File: src/rtl/uart_word_pkg.sv
// Shared types and constants for the UART word transmitter.
// Hex/ASCII framing is selected with `UART_WORD_HEX_ASCII_EN; these constants serve both modes.
package uart_word_pkg;

   typedef enum logic [2:0] {
      ST_IDLE,
      ST_START,
      ST_DATA,
      ST_STOP,
      ST_NEXT
   } uart_state_e;

   localparam logic [7:0] ASCII_CR = 8'h0D;
   localparam logic [7:0] ASCII_LF = 8'h0A;

   localparam logic [2:0] RAW_LAST_IDX = 3'd1;
   localparam logic [2:0] HEX_LAST_IDX = 3'd5;

   // 0-9 map onto '0'..'9', 10-15 onto 'A'..'F' (0x37 + 10 = 0x41)
   function automatic logic [7:0] nibble_to_ascii(input logic [3:0] nib);
      logic [7:0] code;
      if (nib < 4'd10) begin
         code = 8'h30 + {4'h0, nib};
      end else begin
         code = 8'h37 + {4'h0, nib};
      end
      return code;
   endfunction

endpackage

File: src/rtl/uart_word_tx_byte.sv
// 8N1 byte serializer: START/DATA/STOP with bit and clock counters.
// Takes a byte on load while idle and pulses done during the final stop-bit cycle.
module uart_tx_byte
   import uart_word_pkg::*;
#(
   parameter int unsigned CLKS_PER_BIT = 434
) (
   input  logic       clk,
   input  logic       reset,
   input  logic       byte_load,
   input  logic [7:0] byte_in,
   output logic       byte_done,
   output logic       tx
);

   localparam int unsigned CW = (CLKS_PER_BIT > 1) ? $clog2(CLKS_PER_BIT) : 1;
   localparam logic [CW-1:0] CNT_LAST = CW'(CLKS_PER_BIT - 1);

   uart_state_e   state_q, state_d;
   logic [CW-1:0] clk_cnt_q, clk_cnt_d;
   logic [2:0]    bit_idx_q, bit_idx_d;
   logic [7:0]    shift_q, shift_d;
   logic          tx_q, tx_d;

   always_ff @(posedge clk or negedge reset) begin
      if (!reset) begin
         state_q   <= ST_IDLE;
         clk_cnt_q <= '0;
         bit_idx_q <= '0;
         shift_q   <= '0;
         tx_q      <= 1'b1;
      end else begin
         state_q   <= state_d;
         clk_cnt_q <= clk_cnt_d;
         bit_idx_q <= bit_idx_d;
         shift_q   <= shift_d;
         tx_q      <= tx_d;
      end
   end

   // tx is registered from the next-state decision so the pin never glitches
   always_comb begin
      state_d   = state_q;
      clk_cnt_d = clk_cnt_q;
      bit_idx_d = bit_idx_q;
      shift_d   = shift_q;
      tx_d      = tx_q;
      byte_done = 1'b0;

      case (state_q)
         ST_IDLE: begin
            tx_d = 1'b1;
            if (byte_load) begin
               shift_d   = byte_in;
               clk_cnt_d = '0;
               state_d   = ST_START;
               tx_d      = 1'b0;
            end
         end

         ST_START: begin
            if (clk_cnt_q == CNT_LAST) begin
               clk_cnt_d = '0;
               bit_idx_d = '0;
               state_d   = ST_DATA;
               tx_d      = shift_q[0];
            end else begin
               clk_cnt_d = clk_cnt_q + CW'(1);
            end
         end

         ST_DATA: begin
            if (clk_cnt_q == CNT_LAST) begin
               clk_cnt_d = '0;
               if (bit_idx_q == 3'd7) begin
                  state_d = ST_STOP;
                  tx_d    = 1'b1;
               end else begin
                  bit_idx_d = bit_idx_q + 3'd1;
                  shift_d   = {1'b0, shift_q[7:1]};
                  tx_d      = shift_q[1];
               end
            end else begin
               clk_cnt_d = clk_cnt_q + CW'(1);
            end
         end

         ST_STOP: begin
            tx_d = 1'b1;
            if (clk_cnt_q == CNT_LAST) begin
               clk_cnt_d = '0;
               state_d   = ST_IDLE;
               byte_done = 1'b1;
            end else begin
               clk_cnt_d = clk_cnt_q + CW'(1);
            end
         end

         default: begin
            state_d   = ST_IDLE;
            clk_cnt_d = '0;
            tx_d      = 1'b1;
         end
      endcase
   end

   assign tx = tx_q;

endmodule

File: src/rtl/uart_word_tx.sv
// Word-level sequencer: accepts a 16-bit word, splits it into bytes for uart_tx_byte.
// Define UART_WORD_HEX_ASCII_EN to send 4 ASCII hex digits plus CR/LF instead of 2 raw bytes.
module uart_word_tx
   import uart_word_pkg::*;
#(
   parameter int unsigned CLKS_PER_BIT = 434
) (
   input  logic        clk,
   input  logic        reset,
   input  logic [15:0] word_in,
   input  logic        word_valid,
   output logic        word_ready,
   output logic        busy,
   output logic        uart_tx
);

`ifdef UART_WORD_HEX_ASCII_EN
   localparam logic [2:0] LAST_IDX = HEX_LAST_IDX;

   function automatic logic [7:0] select_byte(input logic [15:0] w, input logic [2:0] idx);
      logic [7:0] b;
      case (idx)
         3'd0:    b = nibble_to_ascii(w[15:12]);
         3'd1:    b = nibble_to_ascii(w[11:8]);
         3'd2:    b = nibble_to_ascii(w[7:4]);
         3'd3:    b = nibble_to_ascii(w[3:0]);
         3'd4:    b = ASCII_CR;
         default: b = ASCII_LF;
      endcase
      return b;
   endfunction
`else
   localparam logic [2:0] LAST_IDX = RAW_LAST_IDX;

   function automatic logic [7:0] select_byte(input logic [15:0] w, input logic [2:0] idx);
      logic [7:0] b;
      if (idx == 3'd0) begin
         b = w[15:8];
      end else begin
         b = w[7:0];
      end
      return b;
   endfunction
`endif

   uart_state_e state_q, state_d;
   logic [15:0] word_q, word_d;
   logic [2:0]  byte_idx_q, byte_idx_d;
   logic        byte_load;
   logic [7:0]  load_byte;
   logic        byte_done;

   always_ff @(posedge clk or negedge reset) begin
      if (!reset) begin
         state_q    <= ST_IDLE;
         word_q     <= '0;
         byte_idx_q <= '0;
      end else begin
         state_q    <= state_d;
         word_q     <= word_d;
         byte_idx_q <= byte_idx_d;
      end
   end

   // ST_DATA here means "a byte is in flight in the serializer";
   // byte 0 comes straight from word_in so its start bit begins right after acceptance
   always_comb begin
      state_d    = state_q;
      word_d     = word_q;
      byte_idx_d = byte_idx_q;
      byte_load  = 1'b0;
      load_byte  = 8'h00;

      case (state_q)
         ST_IDLE: begin
            if (word_valid) begin
               word_d     = word_in;
               byte_idx_d = 3'd0;
               byte_load  = 1'b1;
               load_byte  = select_byte(word_in, 3'd0);
               state_d    = ST_DATA;
            end
         end

         ST_DATA: begin
            if (byte_done) begin
               state_d = ST_NEXT;
            end
         end

         ST_NEXT: begin
            if (byte_idx_q == LAST_IDX) begin
               state_d = ST_IDLE;
            end else begin
               byte_idx_d = byte_idx_q + 3'd1;
               byte_load  = 1'b1;
               load_byte  = select_byte(word_q, byte_idx_q + 3'd1);
               state_d    = ST_DATA;
            end
         end

         default: begin
            state_d = ST_IDLE;
         end
      endcase
   end

   uart_tx_byte #(
      .CLKS_PER_BIT(CLKS_PER_BIT)
   ) u_tx_byte (
      .clk      (clk),
      .reset    (reset),
      .byte_load(byte_load),
      .byte_in  (load_byte),
      .byte_done(byte_done),
      .tx       (uart_tx)
   );

   assign word_ready = (state_q == ST_IDLE);
   assign busy       = (state_q != ST_IDLE);

endmodule
File: config.mk
export PLATFORM = sky130hd
export DESIGN_NAME = uart_word_tx
export DESIGN_NICKNAME = d
export VERILOG_FILES = /design/src/rtl/uart_word_pkg.sv /design/src/rtl/uart_word_tx_byte.sv /design/src/rtl/uart_word_tx.sv
export SDC_FILE = /design/constraint.sdc
export NUM_CORES = 1
export LEC_CHECK = 0
export ABC_CLOCK_PERIOD_IN_PS = 4900
export CAP_MARGIN = 20
export CORE_MARGIN = 2
export CORE_UTILIZATION = 45
export CTS_CLUSTER_DIAMETER = 30
export CTS_CLUSTER_SIZE = 20
export DETAILED_ROUTE_END_ITERATION = 16
export GPL_TIMING_DRIVEN = 1
export PLACE_DENSITY = 0.72
export SYNTH_ARGS = -nofsm -noshare
export SYNTH_HDL_FRONTEND = slang
export SYNTH_SLANG_ARGS = --single-unit
File: constraint.sdc
create_clock -name clk -period 4.9 [get_ports clk]
set_input_delay 0.49 -clock clk [delete_from_list [all_inputs] [get_ports clk]]
set_output_delay 0.49 -clock clk [all_outputs]
set_load 0.005 [all_outputs]
* Word level (Yosys, flattened, before mapping)
Index checks and enable logic that the tools add are counted.
** Cells by class
- Equal/unequal tests :: 17
- Mux-type cells :: 37
- Add/sub/neg operators :: 3
- Reductions and logical operators :: 15
** Operators by type and width (count)
- 8-bit 2-to-1 mux :: 6
- 3-bit 2-to-1 mux :: 11
- 8-bit case mux with 2 select lines :: 2
- 9-bit 2-to-1 mux :: 2
- 9-bit case mux with 2 select lines :: 1
- 3-bit case mux with 2 select lines :: 2
- 3-bit case mux with 4 select lines :: 1
- 2-bit != test, second input constant :: 5
- 9-bit by 1-bit adder with 9-bit output, second input constant :: 1
- 3-bit by 2-bit == test with 1-bit output, second input constant :: 3
- 9-bit == test, second input constant :: 1
- 3-bit logical NOT :: 3
- 3-bit case mux with 3 select lines :: 1
- 1-bit 2-to-1 mux :: 8
- 2-bit by 1-bit != test with 1-bit output, second input constant :: 4
- 4-bit AND reduction :: 2
- 3-bit by 1-bit adder with 3-bit output, second input constant :: 2
- 3-bit by 1-bit == test with 1-bit output, second input constant :: 2
- 3-bit == test, second input constant :: 2
- 2-bit AND reduction :: 3
- 2-bit nonzero test :: 3
- 5-bit AND reduction :: 1
- 1-bit case mux with 3 select lines :: 1
- 3-bit AND reduction :: 1
- 4 further kinds :: 4
** Word-level totals
- Register bits after elaboration :: 46

* Longest topological paths before layout
- Depth after elaboration :: 7
- Mapped depth :: 8
- Depth with buffers taken out :: 6

* Hierarchy
Synthesis repeated with hierarchy kept, for this count alone.
** Unflattened totals
- Cells, all modules :: 259
- Area, all modules :: 2416.1 um2
** Modules (own cells, without submodules)
- uart_tx_byte :: instances 1, cells an instance 146, area each 1392.6 um2, seq. area each 576.8 um2
- uart_word_tx :: instances 1, cells an instance 113, area each 1023.5 um2, seq. area each 525.5 um2

* Least setup slack after synthesis
No wires, ideal clock.
- Path kind :: register to register
- Start point :: register byte_idx_q[0]
- End point :: register u_tx_byte.shift_q[6]
- Path slack :: 2.979 ns
- Library setup time :: 0.128 ns
- Required time :: 4.772 ns
- Period minus slack after synthesis :: 1.921 ns
- Cell stages (with the launch flop) :: 8
- Arrival :: 1.793 ns
- Cell sequence :: dfrtp_1 ha_1 ha_1 clkbuf_1 mux2_2 a32oi_1 o21ai_0 mux2_1
** Between the ends
- Cells in the longest elaborated chain, start to end :: 7
- Elaborated cells between the ends (all ways) :: 12
- Classes of those cells :: add/sub: 1; eq/ne: 2; mux: 7; reduce/logical: 2
** RTL lines
- start: declaration :: RTL line uart_word_tx.sv:48 : logic [2:0] byte_idx_q, byte_idx_d;
- start signal: assignment :: RTL line uart_word_tx.sv:61 : byte_idx_q <= byte_idx_d;
- 3-bit by 1-bit adder with 3-bit output :: RTL line uart_word_tx.sv:97 : load_byte = select_byte(word_q, byte_idx_q + 3'd1);
- 3-bit logical NOT :: RTL line uart_word_tx.sv:37 : if (idx == 3'd0) begin
- 8-bit 2-to-1 mux :: RTL line uart_word_tx.sv:37
- 8-bit 2-to-1 mux :: RTL line uart_word_tx.sv:92 : if (byte_idx_q == LAST_IDX) begin
- 8-bit case mux with 2 select lines :: RTL line uart_word_tx.sv:74 : case (state_q)
- 8-bit 2-to-1 mux :: RTL line uart_word_tx_byte.sv:53 : if (byte_load) begin
- 8-bit case mux with 2 select lines :: RTL line uart_word_tx_byte.sv:50 : case (state_q)
- end signal: assignment :: RTL line uart_word_tx_byte.sv:36 : shift_q <= shift_d;
- end: declaration :: RTL line uart_word_tx_byte.sv:22 : logic [7:0] shift_q, shift_d;
Several ways; a longest one is shown, not always the timed one. The select of a mux whose other input is x is not followed.
A chain may end at the register's enable or synchronous reset.

* Final worst setup path
- Start point :: register u_tx_byte.clk_cnt_q[1]
- End point :: register u_tx_byte.shift_q[5]
** Between the ends
- Cells in the longest elaborated chain, start to end :: 3
** RTL lines
- start: declaration :: RTL line uart_word_tx_byte.sv:20 : logic [CW-1:0] clk_cnt_q, clk_cnt_d;
- start signal: assignment :: RTL line uart_word_tx_byte.sv:34 : clk_cnt_q <= clk_cnt_d;
- 9-bit == test :: RTL line uart_word_tx_byte.sv:73 : if (clk_cnt_q == CNT_LAST) begin
- 2-bit by 1-bit != test with 1-bit output (no source line)
- 4-bit AND reduction (no source line)
Every way passes these cells.

==> run summary <==
Number of distinct library cells after synthesis: 43
Post-Synthesis Cell Area: 2429 um2
Horiz. Die Dim: 77.47 um
CP max FO: 8
Critical Path Source Type: flip-flop
CP endpoint kind: flip-flop
ANT nets after route: 0
Clock tree buffer depth: 2
Total number of vias: 1,712
Final Core Density: 53.68%
Crit path largest cell delay: 880 ps
I/O Buffers: 21
Post-DP HPWL: 3.222 mm
Critical path type: flip-flop to flip-flop
Clock sink count: 44
CTS root buf: clkbuf_8
Syn_area_per_cell: 11.14 um2
H-tree lvl count: 2
Worst EP required: 5090 ps
IO Pins: 22
Critical path, cell by cell: inv_1 > ha_1 > nor4bb_1 > nand3_1 > a21oi_4 > mux2_2
Skew final: 6.932 ps
First-pass GRT wire length: 7.817 mm
Max-slew headroom: 29.91%
GRT Total Usage: 16.45%
Antenna cells: 0
Status: finished clean
Post-CTS setup buffers: 0
Setup violations, final: 0
P_sw: 0.0001964 W
Comb pwr share: 14.8%
Clock Power Share: 29.0%
Internal power: 0.0005924 W
Slowest CP cell: nor4bb_1
Drt wl/cell: 15.22 um
Fin nets: 268
Fin Setup TNS: 0 ps
Layout cells sized above 1: 20.68%
Initial Util: 46.95%
Crit path DAT: 2780 ps
Number of global-route vias before repair: 1,657
Leakage: 1.072 nW
Slew Limit Fails: 0
Post-synthesis sequential area ratio: 45.39%
Period utilisation layout: 52.84%
Switching Share: 24.90%
Via/cell ratio: 5.577
Max Clock Freq: 386.2 MHz
Initial antenna violation count: 0
Flop pwr share: 56.2%
Syn_nets: 250
Layout area overhead: 14.32%
Final wirelength: 4.674 mm
GRT overflow: 0
Synth Warn #: 0
GPL Wtd Cong: 0.7900
Dpl ws: 2315 ps
Hold Crit Class: input port to async pin
Cell row count: 26
DRT Pass-1 Iters: 4
CTS tree: yes
Die Ht: 77.47 um
Cts repair resizes: 0
# fillers: 437
MaxCap Viol Count: 0
Pin count of the biggest net entering global routing: 45
# hold bufs at CTS: 0
Setup WS post-layout: 2311 ps
Peak supply drop: 0.1286 mV
P per Cell Area: 284.1 nW/um2
Count of mapped cells out of synthesis: 218
Core ar.: 5172 um2
Final Critical Period: 2589 ps
# DRC: 0
Unrepaired setup endpoints after global routing: no
Cts bufs inserted: 5
Worst skew pair latency: 300 ps
Yosys reg bits: 44
Iter 0 DRT Violations: 77
Worst-Margin Slew: 1037 ps
Final Hold Fails: 0
Die ar.: 6001 um2
CTS clk-pin slew, worst paths: 80 ps
-- registers in the layout, summed over array words and instances, names as in the netlist --
name,cells
byte_idx_q,3
state_q,2
u_tx_byte.bit_idx_q,3
u_tx_byte.clk_cnt_q,9
u_tx_byte.shift_q,8
u_tx_byte.state_q,2
u_tx_byte.tx,1
word_q,16
-- worst max-delay path: cells and delay by family, from the launching register on --
family,cells,cell delay [ps]
compound gates,1,360
simple gates,2,1150
flops,1,410
mux,1,380
buf+inv,1,60
fa+ha+maj,1,120
-- metrics by stage --
stage / total power, W / cells / hold slack [ps] / cell area [um2]
global placement: 0.0005583 / 298 / 469.7 / 2669
global route: 0.0008290 / 307 / 47.99 / 2776
finish: 0.0007888 / 307 / 37.83 / 2776
CTS: 0.0007950 / 306 / 382.7 / 2756
detailed placement: 0.0005656 / 298 / 491.1 / 2669
floorplan: 0.0005213 / 218 / 194.4 / 2429
-- cells in the mapped netlist --
| cell | count | area [um2] |
|---|---|---|
| clkbuf_1 | 6 | 22.52 |
| buf_2 | 3 | 15.01 |
| a32oi_1 | 8 | 70.07 |
| buf_6 | 2 | 22.52 |
| a211oi_2 | 1 | 12.51 |
| nor2_1 | 4 | 15.01 |
| a21oi_4 | 1 | 16.27 |
| a22o_1 | 3 | 26.28 |
| inv_1 | 9 | 33.78 |
| nor4_1 | 1 | 6.260 |
| a2bb2oi_1 | 1 | 8.760 |
| or3_1 | 2 | 12.51 |
| a32o_1 | 1 | 10.01 |
| o41ai_1 | 1 | 8.760 |
| o31ai_1 | 4 | 30.03 |
| a31o_2 | 1 | 8.760 |
| and4_1 | 1 | 8.760 |
| or2_2 | 1 | 6.260 |
| nor3_1 | 1 | 5.000 |
| mux2_2 | 31 | 349.1 |
| and4b_1 | 1 | 10.01 |
| nor2b_1 | 3 | 18.77 |
| o21bai_4 | 1 | 18.77 |
| o21ai_0 | 19 | 95.09 |
| o2bb2a_1 | 1 | 10.01 |
| nor4bb_1 | 1 | 10.01 |
| or4_1 | 4 | 30.03 |
| clkbuf_2 | 1 | 5.000 |
| a21oi_1 | 7 | 35.03 |
| dfrtp_1 | 43 | 1076 |
| nor3b_1 | 3 | 22.52 |
| nand3b_1 | 1 | 7.510 |
| nand2b_1 | 3 | 18.77 |
| o21a_1 | 1 | 7.510 |
| and3b_1 | 1 | 8.760 |
| dfstp_2 | 1 | 26.28 |
| mux2_1 | 3 | 33.78 |
| ha_1 | 13 | 162.7 |
| nand3_1 | 6 | 30.03 |
| o211ai_1 | 1 | 7.510 |
| nand2_1 | 17 | 63.81 |
| mux2i_1 | 2 | 20.02 |
| o21bai_1 | 3 | 22.52 |
-- cell usage in the layout (no fill, tap or decap), drive strengths merged, types with 5 or more instances in the layout --
master,instances
clkdlybuf4s50,20
a32oi,8
mux2,34
dfrtp,43
inv,9
a21oi,8
nand2,17
clkbuf,5
o21ai,19
ha,13
nand3,6
-- area by class of cell --
type / instances / area [um2] / area share [%]
Tap cell: 70 / 87.58 / 3.155
Timing Repair Buffer: 23 / 232.7 / 8.382
Clock buffer: 5 / 68.82 / 2.479
Inverter: 9 / 33.78 / 1.217
Multi-Input combinational cell: 153 / 1232 / 44.39
Sequential cell: 44 / 1102 / 39.70
Clock inverter: 3 / 18.77 / 0.6760
-- per-layer routing --
layer	vias up	track usage [%]	wire [um]
li1	837	-	-
met1	836	22.60	2394
met2	33	25.13	2021
met3	6	3.256	169
met4	0	7.500	89
met5	-	0	0
-- final timing paths --
path,start,end,slack (ps),cells after the start
max,u_tx_byte.clk_cnt_q[1],u_tx_byte.shift_q[5],2310,6
min,reset,byte_idx_q[2],40,1
max reg2reg,u_tx_byte.clk_cnt_q[1],u_tx_byte.shift_q[5],2310,6
min reg2reg,word_q[11],word_q[11],510,1
max in group asynchronous,reset,u_tx_byte.tx,4340,2
min in group clk,word_q[11],word_q[11],510,1
-- kinds of logic (layout without fill, tap and decap cells) --
kind of cell / Yosys count / count (layout) / share of synthesized area (%)
AOI/OAI and AO/OA: 54 / 54 / 15.97
adders and majority gates: 13 / 13 / 6.698
buffers and inverters: 21 / 40 / 4.069
DFF: 44 / 44 / 45.39
muxes: 36 / 36 / 16.59
and+or+nand+nor: 50 / 50 / 11.28
-- power groups by stage --
stage	Combinational (W)	Clock [W]	Sequential [W]
6_report	0.000116	0.000229	0.000443
5_1_grt	0.000129	0.000249	0.000451
4_1_cts	0.000116	0.000237	0.000443
3_5_place_dp	0.000115	0	0.000450
3_3_place_gp	0.000110	0	0.000448
2_1_floorplan	0.0000823	0	0.000439
Power figures use the tool's default switching activity.
